[config.mk]
export PLATFORM = sky130hd
export DESIGN_NAME = rf_wport_arbiter_flat
export DESIGN_NICKNAME = d
export VERILOG_FILES = /design/src/rtl/cpu_pkg.sv /design/src/rtl/rf_wport_arbiter_if.sv /design/src/rtl/rf_wport_arbiter_fifo.sv /design/src/rtl/rf_wport_arbiter.sv /design/src/flat_wrapper.sv
export SDC_FILE = /design/constraint.sdc
export NUM_CORES = 1
export LEC_CHECK = 0
export CAP_MARGIN = 20
export CORE_UTILIZATION = 41
export DETAILED_ROUTE_END_ITERATION = 8
export MAX_ROUTING_LAYER = met4
export PLACE_DENSITY = 0.81
export SLEW_MARGIN = 25
export SYNTH_ARGS = -nofsm -noshare
export SYNTH_HDL_FRONTEND = slang
export SYNTH_SLANG_ARGS = --single-unit
[constraint.sdc]
create_clock -name clk -period 4.6 [get_ports clk]
set_input_delay 1.38 -clock clk [delete_from_list [all_inputs] [get_ports clk]]
set_output_delay 1.38 -clock clk [all_outputs]
set_load 0.1 [all_outputs]
[src/rtl/cpu_pkg.sv]
// Shared CPU types for register-file write traffic.
// Address/data widths and the RF write bundle.
package cpu_pkg;
  localparam int RF_ADDR_W = 5;
  localparam int RF_DATA_W = 32;

  typedef struct packed {
    logic                 we;
    logic [RF_ADDR_W-1:0] waddr;
    logic [RF_DATA_W-1:0] wdata;
  } rf_wr_t;
endpackage

[src/rtl/rf_wport_arbiter_if.sv]
// WB request, LU result, issue tracking and RF write bundle.
// master drives requests; slave is the arbiter.
interface rf_wport_arbiter_if;
  import cpu_pkg::*;

  logic                 ws_req_valid;
  logic                 ws_req_we;
  logic [RF_ADDR_W-1:0] ws_req_waddr;
  logic [RF_DATA_W-1:0] ws_req_wdata;
  logic                 ws_ready_go;
  logic                 lu_valid;
  logic                 lu_ready;
  logic [RF_ADDR_W-1:0] lu_waddr;
  logic [RF_DATA_W-1:0] lu_wdata;
  logic                 issue_valid;
  logic [RF_ADDR_W-1:0] issue_waddr;
  logic [31:0]          lu_busy_mask;
  logic                 rf_we;
  logic [RF_ADDR_W-1:0] rf_waddr;
  logic [RF_DATA_W-1:0] rf_wdata;

  modport master (
    output ws_req_valid, ws_req_we,
    output ws_req_waddr, ws_req_wdata,
    input  ws_ready_go,
    output lu_valid, lu_waddr, lu_wdata,
    input  lu_ready,
    output issue_valid, issue_waddr,
    input  lu_busy_mask,
    input  rf_we, rf_waddr, rf_wdata
  );

  modport slave (
    input  ws_req_valid, ws_req_we,
    input  ws_req_waddr, ws_req_wdata,
    output ws_ready_go,
    input  lu_valid, lu_waddr, lu_wdata,
    output lu_ready,
    input  issue_valid, issue_waddr,
    output lu_busy_mask,
    output rf_we, rf_waddr, rf_wdata
  );
endinterface

[src/rtl/rf_wport_arbiter_fifo.sv]
// Synchronous FIFO buffering long-latency results.
// Depth must be a power of two so pointers wrap naturally.
module rf_arb_fifo #(
  parameter int DEPTH = 2,
  parameter int W     = 8
) (
  input  logic         clk,
  input  logic         resetn,
  input  logic         push,
  input  logic         pop,
  input  logic [W-1:0] din,
  output logic [W-1:0] dout,
  output logic         full,
  output logic         empty
);
  localparam int AW = $clog2(DEPTH);

  logic [W-1:0]  mem [DEPTH];
  logic [AW-1:0] wptr;
  logic [AW-1:0] rptr;
  logic [AW:0]   count;
  logic          do_push;
  logic          do_pop;

  assign full    = count == (AW+1)'(DEPTH);
  assign empty   = count == '0;
  assign do_push = push && !full;
  assign do_pop  = pop && !empty;
  assign dout    = mem[rptr];

  always_ff @(posedge clk) begin
    if (do_push) mem[wptr] <= din;
  end

  always_ff @(posedge clk) begin
    if (!resetn) begin
      wptr  <= '0;
      rptr  <= '0;
      count <= '0;
    end else begin
      if (do_push) wptr <= wptr + 1'b1;
      if (do_pop)  rptr <= rptr + 1'b1;
      count <= count + (AW+1)'(do_push)
                     - (AW+1)'(do_pop);
    end
  end
endmodule

[src/rtl/rf_wport_arbiter.sv]
// RF write-port arbiter: WB priority, bounded LU fairness, busy mask.
// RF_ARB_PERF_EN adds perf_ws_stall_cnt (WB stall cycle counter).
module rf_wport_arbiter
  import cpu_pkg::*;
#(
  parameter int LU_FIFO_DEPTH = 2,
  parameter int MAX_WB_WINS   = 4
) (
  input  logic                 clk,
  input  logic                 resetn,
  rf_wport_arbiter_if.slave    bus
`ifdef RF_ARB_PERF_EN
  ,
  output logic [31:0]          perf_ws_stall_cnt
`endif
);
  localparam int WW = $clog2(MAX_WB_WINS + 1);
  localparam logic [WW-1:0] WMAX = WW'(MAX_WB_WINS);

  rf_wr_t      lu_in;
  rf_wr_t      lu_head;
  rf_wr_t      wr;
  logic        full;
  logic        empty;
  logic        wb_want;
  logic        lu_want;
  logic        wb_gnt;
  logic        lu_gnt;
  logic [WW-1:0] wins;
  logic [31:0] mask;
  logic [31:0] mask_nxt;

  assign lu_in = '{we:    bus.lu_waddr != '0,
                   waddr: bus.lu_waddr,
                   wdata: bus.lu_wdata};

  rf_arb_fifo #(
    .DEPTH (LU_FIFO_DEPTH),
    .W     ($bits(rf_wr_t))
  ) u_fifo (
    .clk    (clk),
    .resetn (resetn),
    .push   (bus.lu_valid && bus.lu_ready),
    .pop    (lu_gnt),
    .din    (lu_in),
    .dout   (lu_head),
    .full   (full),
    .empty  (empty)
  );

  always_comb begin
    wb_want = resetn && bus.ws_req_valid
                     && bus.ws_req_we;
    lu_want = resetn && !empty;
    lu_gnt  = lu_want && (!wb_want || wins == WMAX);
    wb_gnt  = wb_want && !lu_gnt;
    wr      = '0;
    if (lu_gnt) begin
      wr = lu_head;
    end else if (wb_gnt) begin
      wr = '{we:    bus.ws_req_waddr != '0,
             waddr: bus.ws_req_waddr,
             wdata: bus.ws_req_wdata};
    end
  end

  assign bus.rf_we        = wr.we;
  assign bus.rf_waddr     = wr.waddr;
  assign bus.rf_wdata     = wr.wdata;
  assign bus.ws_ready_go  = !(wb_want && lu_gnt);
  assign bus.lu_ready     = resetn && !full;
  assign bus.lu_busy_mask = resetn ? mask : '0;

  always_ff @(posedge clk) begin
    if (!resetn) begin
      wins <= '0;
    end else if (lu_gnt || !lu_want) begin
      wins <= '0;
    end else if (wb_gnt && wins != WMAX) begin
      wins <= wins + 1'b1;
    end
  end

  // A new issue to the same reg outranks the retiring write.
  always_comb begin
    mask_nxt = mask;
    if (lu_gnt) mask_nxt[lu_head.waddr] = 1'b0;
    if (bus.issue_valid)
      mask_nxt[bus.issue_waddr] = 1'b1;
    mask_nxt[0] = 1'b0;
  end

  always_ff @(posedge clk) begin
    if (!resetn) mask <= '0;
    else         mask <= mask_nxt;
  end

`ifdef RF_ARB_PERF_EN
  always_ff @(posedge clk) begin
    if (!resetn)
      perf_ws_stall_cnt <= '0;
    else if (!bus.ws_ready_go)
      perf_ws_stall_cnt <= perf_ws_stall_cnt + 1'b1;
  end
`endif
endmodule

[src/flat_wrapper.sv]
// flat-port wrapper written by rule: the top's interface ports become plain ports
module rf_wport_arbiter_flat import cpu_pkg::*;
#(
  parameter int LU_FIFO_DEPTH = 2,
  parameter int MAX_WB_WINS   = 4
)
  (clk, resetn, bus_ws_req_valid, bus_ws_req_we, bus_ws_req_waddr, bus_ws_req_wdata, bus_ws_ready_go, bus_lu_valid, bus_lu_waddr, bus_lu_wdata, bus_lu_ready, bus_issue_valid, bus_issue_waddr, bus_lu_busy_mask, bus_rf_we, bus_rf_waddr, bus_rf_wdata);
  rf_wport_arbiter_if bus_i ();
  input  logic clk;
  input  logic resetn;
  input wire logic [$bits(bus_i.ws_req_valid)-1:0] bus_ws_req_valid;
  input wire logic [$bits(bus_i.ws_req_we)-1:0] bus_ws_req_we;
  input wire logic [$bits(bus_i.ws_req_waddr)-1:0] bus_ws_req_waddr;
  input wire logic [$bits(bus_i.ws_req_wdata)-1:0] bus_ws_req_wdata;
  output wire logic [$bits(bus_i.ws_ready_go)-1:0] bus_ws_ready_go;
  input wire logic [$bits(bus_i.lu_valid)-1:0] bus_lu_valid;
  input wire logic [$bits(bus_i.lu_waddr)-1:0] bus_lu_waddr;
  input wire logic [$bits(bus_i.lu_wdata)-1:0] bus_lu_wdata;
  output wire logic [$bits(bus_i.lu_ready)-1:0] bus_lu_ready;
  input wire logic [$bits(bus_i.issue_valid)-1:0] bus_issue_valid;
  input wire logic [$bits(bus_i.issue_waddr)-1:0] bus_issue_waddr;
  output wire logic [$bits(bus_i.lu_busy_mask)-1:0] bus_lu_busy_mask;
  output wire logic [$bits(bus_i.rf_we)-1:0] bus_rf_we;
  output wire logic [$bits(bus_i.rf_waddr)-1:0] bus_rf_waddr;
  output wire logic [$bits(bus_i.rf_wdata)-1:0] bus_rf_wdata;
  assign bus_i.ws_req_valid = bus_ws_req_valid;
  assign bus_i.ws_req_we = bus_ws_req_we;
  assign bus_i.ws_req_waddr = bus_ws_req_waddr;
  assign bus_i.ws_req_wdata = bus_ws_req_wdata;
  assign bus_ws_ready_go = bus_i.ws_ready_go;
  assign bus_i.lu_valid = bus_lu_valid;
  assign bus_i.lu_waddr = bus_lu_waddr;
  assign bus_i.lu_wdata = bus_lu_wdata;
  assign bus_lu_ready = bus_i.lu_ready;
  assign bus_i.issue_valid = bus_issue_valid;
  assign bus_i.issue_waddr = bus_issue_waddr;
  assign bus_lu_busy_mask = bus_i.lu_busy_mask;
  assign bus_rf_we = bus_i.rf_we;
  assign bus_rf_waddr = bus_i.rf_waddr;
  assign bus_rf_wdata = bus_i.rf_wdata;
  rf_wport_arbiter #(.LU_FIFO_DEPTH(LU_FIFO_DEPTH), .MAX_WB_WINS(MAX_WB_WINS)) u_core (.clk(clk), .resetn(resetn), .bus(bus_i));
endmodule
==> results.md <==
- The register bit count reported by yosys is 115.
- The most used cell along the critical path is sky130_fd_sc_hd__buf_12.
- The first-pass GRT wire length is 22.1 mm.
- The number of vias in the routed layout is 4,116.
- The met2 usage is 0.421.
- The post-route DRC violation count is 0.
- Clock tree synthesis selected as its root buffer the cell sky130_fd_sc_hd__clkbuf_16.
- The number of antenna cells inserted is 0.
- The critical path goes through clkdlybuf4s50_1, inv_1, a211oi_4, buf_12, nand2_1, o21ai_1, buf_12.
- Across every metal layer, demand over resource in global routing totals 0.240.
- The maximum clock insertion buffer count is 2.
- The net count of the mapped netlist is 531.
- At the end of routability-driven placement, the weighted congestion stood at 0.876.
- The register-to-register path setup slack is 2.36 ns.
- Setup repair after global routing left no endpoint under its margin.
- The number of cells on the worst reg-to-reg path is 11.
- Entering global routing, the biggest net connects 40 pins.
- The share of total power in combinational logic is 0.368.
- The launch point of the worst hold path is u_core.wins[0].
- The wire length per cell after detailed routing is 18.4 microns.
- The die is 113 microns tall.
- Summed over all layers, the routed wires come to 14.2 mm.
- The die covers 0.0127 sq mm.
- Of all cell types, the one taking the most synthesized area is sky130_fd_sc_hd__edfxtp_1.
- The total grt overflow is 0.
- In this run the power density over the cells is 538 mW/mm^2.
- The count of pins over their slew limit came to 0.
- The first TritonRoute pass finished after 5 iterations.
- The tool flagged a number of max-cap violations equal to 0.
- The later pin in the worst-skew pair is clocked with a latency of 0.41 ns.
- The cell count after synthesis is 442.
- The global-route met1 utilization is 0.251.
- Once detailed placement completed, the half-perimeter wirelength came to 9.90 mm.
- The share of synthesized area in the top cell type comes to 0.454.
- On the worst path, the slowest cell contributes a delay of 0.56 ns.
- The worst hold path terminates at u_core.wins[0].
- After global routing, the most crowded layer is met2.
- The sequential-to-total area share from yosys stat is 0.609.
- The mean area per synthesized cell is 11.4 sq um.
- After clock tree synthesis, the clock-pin slew on the worst setup and hold paths is 0.05 ns.
- The count of synthesis-stage warnings from yosys is 0.
- The clock tree synthesis step divided the H-tree into 4 levels.
- The final hold violation count was 0.
- The worst setup path is of the input port to primary output kind.
- The switching power share of the total is 0.352.
- In this run the tightest slew margin relative to its limit is 0.444.
- The flow ran to the end, and the final reports show no timing, DRC or antenna violations.
- The initial standard-cell utilization of the core is 0.419.
- Of the cells placed in the final design, the portion with a size suffix greater than 1 is 0.249.
- For met3 alone, demand over resource in global routing was 0.0637.
- Along the worst hold path, the cell count comes to 1.
- Summed over all cells, the static leakage comes to 0.00312 uW.
- The utilization after layout is 0.694.
- The post-synthesis to final-layout area growth is 65.7%.
- The clock period could shrink to 4.50 ns.
- Buffers inserted during clock tree synthesis total 17.
- The via count of the first global-routing pass came to 4,325.
- STA puts the critical path data required time at 3.22 ns.
- The critical path's slowest cell is sky130_fd_sc_hd__clkdlybuf4s50_1.
- The register share of total power is 0.280.
- The worst setup margin is 0.0977 ns.
- Ranked by total cell area, the synthesized netlist is headed by sky130_fd_sc_hd__edfxtp_1 (45%), sky130_fd_sc_hd__dfxtp_1 (16%), sky130_fd_sc_hd__mux2i_1 (7.2%).
- From left edge to right edge, the die measures 113 microns.
- The detail route stage leaves a number of antenna-violating nets equal to 0.
- The launch point of the worst reg-to-reg path is u_core.wins[0].
- STA puts the critical path data arrival time at 3.12 ns.
- The critical path startpoint category is an input port.
- After synthesis the cells add up to 0.00503 sq mm.
- Internal power comes to 2910 uW.
- Using the TritonRoute via totals, the vias-per-cell ratio works out to 5.35.
- Of the total power, the clock network draws 0.352.
- The I/O pin total is 157.
- Timing analysis after detailed placement gives a worst setup slack of 0.111 ns.
- The maximum fanout encountered on the critical timing path is 19.
- Synthesis instantiated 41 different standard cells from the library.
- The total power consumption of the routed design is 4490 uW.
- The CTS sink count is 115.
- The final setup violation count is 0.
- The site row count is 40.
- The slew of the pin with the lowest slew margin is 0.828 ns.
- The class of the most critical hold timing path is flip-flop to flip-flop.
- The number of setup buffers added after CTS is 0.
- At the end of the flow, the number of nets in the layout was 698.
- The power dissipated by switching net loads is 1580 uW.
- The core area is 0.0120 sq mm.
- The maximum frequency from static timing analysis is 0.222 GHz.
- The worst clock skew is 0.0143 ns.
- The worst-case IR drop observed on VDD is 0.000358 V.
- The share of the cycle needed by the critical path after routing is 0.979.
- The detailed router finished its first iteration with 240 violations.
- The count of input and output buffers is 155.
- The worst register-to-register path ends at u_core.u_fifo.count[1].
- TritonCTS built the clock tree.
- The endpoint kind of the worst setup timing path is a primary output.
- The number of antenna violations at the first check in global routing is 0.
## placed cells by master (no fill, tap or decap), types with 5 or more instances in the layout
| cell | Yosys | routed |
|---|---|---|
| sky130_fd_sc_hd__a22o_1 | 6 | 6 |
| sky130_fd_sc_hd__and2_1 | 30 | 30 |
| sky130_fd_sc_hd__buf_12 | 1 | 73 |
| sky130_fd_sc_hd__buf_4 | 2 | 9 |
| sky130_fd_sc_hd__bufinv_16 | 0 | 8 |
| sky130_fd_sc_hd__clkbuf_16 | 0 | 18 |
| sky130_fd_sc_hd__clkdlybuf4s50_1 | 0 | 84 |
| sky130_fd_sc_hd__dfxtp_1 | 39 | 38 |
| sky130_fd_sc_hd__edfxtp_1 | 76 | 76 |
| sky130_fd_sc_hd__inv_1 | 10 | 10 |
| sky130_fd_sc_hd__mux2i_1 | 36 | 36 |
| sky130_fd_sc_hd__nand2_1 | 93 | 93 |
| sky130_fd_sc_hd__nand3_1 | 10 | 10 |
| sky130_fd_sc_hd__nor2_1 | 12 | 10 |
| sky130_fd_sc_hd__o21ai_0 | 53 | 20 |
| sky130_fd_sc_hd__o21ai_1 | 5 | 13 |
| sky130_fd_sc_hd__o21ai_2 | 0 | 24 |
| sky130_fd_sc_hd__o41ai_1 | 5 | 5 |
| sky130_fd_sc_hd__or3_1 | 6 | 6 |
## state kept, by name, summed over array words and instances, names as in the netlist, named ones only
name	count
u_core.mask	31
u_core.u_fifo.rptr	1
u_core.wins	3
u_core.u_fifo.mem	76
u_core.u_fifo.wptr	1
u_core.u_fifo.count	2
## layout make-up
cell class | instances | area (sq um)
fillers | 838 | 3670
flip-flops and latches | 115 | 3060
repair buffers | 167 | 2390
multi-input cells | 297 | 1950
clock buffers | 17 | 425
clock inverters | 15 | 285
well taps | 147 | 184
inverters | 11 | 41.3
## logic make-up after synthesis
logic type | after synthesis | synth area share
AO/OA/AOI/OAI | 79 | 0.0947
adder cells (fa/ha/maj) | 4 | 0.00995
flip-flops | 115 | 0.609
AND/OR/NAND/NOR | 166 | 0.155
other | 1 | 0.000745
XOR/XNOR | 4 | 0.00696
buffers and inverters | 30 | 0.0306
multiplexers | 43 | 0.0932
## critical path: cells and delay by family
family          cells  cell delay (ns)
buf+inv             4             1.12
simple gates        1             0.07
compound gates      2             0.54
## synth_stat cells
cell                        count
sky130_fd_sc_hd__nand2_1       93
sky130_fd_sc_hd__edfxtp_1      76
sky130_fd_sc_hd__o21ai_0       53
sky130_fd_sc_hd__dfxtp_1       39
sky130_fd_sc_hd__mux2i_1       36
sky130_fd_sc_hd__and2_1        30
sky130_fd_sc_hd__nor2_1        12
sky130_fd_sc_hd__inv_1         10
sky130_fd_sc_hd__nand3_1       10
sky130_fd_sc_hd__buf_2          8
sky130_fd_sc_hd__clkbuf_1       7
sky130_fd_sc_hd__a22o_1         6
sky130_fd_sc_hd__or3_1          6
sky130_fd_sc_hd__o21ai_1        5
sky130_fd_sc_hd__o41ai_1        5
sky130_fd_sc_hd__ha_1           4
sky130_fd_sc_hd__mux2_2         3
sky130_fd_sc_hd__nor3_1         3
sky130_fd_sc_hd__nor3b_1        3
sky130_fd_sc_hd__nor4_1         3
sky130_fd_sc_hd__xnor2_1        3
sky130_fd_sc_hd__buf_4          2
sky130_fd_sc_hd__mux2_4         2
sky130_fd_sc_hd__mux2i_4        2
sky130_fd_sc_hd__nor3b_2        2
sky130_fd_sc_hd__o21a_1         2
sky130_fd_sc_hd__o31ai_1        2
sky130_fd_sc_hd__or4_1          2
sky130_fd_sc_hd__a211oi_1       1
sky130_fd_sc_hd__and3_1         1
sky130_fd_sc_hd__and3b_1        1
sky130_fd_sc_hd__buf_12         1
sky130_fd_sc_hd__buf_6          1
sky130_fd_sc_hd__conb_1         1
sky130_fd_sc_hd__inv_2          1
sky130_fd_sc_hd__o2111ai_1      1
sky130_fd_sc_hd__o2111ai_2      1
sky130_fd_sc_hd__o211ai_1       1
sky130_fd_sc_hd__o211ai_2       1
sky130_fd_sc_hd__o2bb2ai_1      1
sky130_fd_sc_hd__xor2_1         1
## how the worst max path moves through the flow
stage | startpoint | end | slack (ns) | cells after the start
2_1_floorplan | resetn | bus_rf_wdata[10] | -0.19 | 5
3_5_place_dp | resetn | bus_rf_we | 0.11 | 7
5_1_grt | resetn | bus_rf_we | 0.01 | 7
4_1_cts | resetn | bus_rf_wdata[4] | 0.08 | 7
6_report | resetn | bus_rf_wdata[4] | 0.1 | 7
3_3_place_gp | resetn | bus_rf_we | 0.15 | 7
## per-layer routing
layer  vias up  share of wire
met4         0          0.028
met5         -              0
li1       1931              -
met1      1952           0.36
met3        31          0.075
met2       202           0.53
## power groups by stage
| stage | clock [uW] | sequential (uW) | combinational (uW) |
|---|---|---|---|
| 3_5_place_dp | 0 | 1270 | 1640 |
| 2_1_floorplan | 0 | 1240 | 1100 |
| 6_report | 1580 | 1250 | 1650 |
| 5_1_grt | 1650 | 1260 | 1710 |
| 4_1_cts | 1600 | 1250 | 1650 |
| 3_3_place_gp | 0 | 1260 | 1620 |
## per-stage QoR
stage	cells	hold WS, ns	setup TNS, ns	area [sq um]
final	769	0.452	0	8340
after global routing	769	0.483	0	8340
after CTS	768	0.455	0	8310
after detailed placement	736	0.438	0	7600
after global placement	736	0.425	0	7600
after floorplan	442	0.417	-2.43	5120
## repair_timing
item,in CTS,in global routing
hold buffers,0,0
hold endpoints to repair,0,0
endpoints found under the setup margin,0,1
resized for setup,0,1
Power figures use the tool's default switching activity.
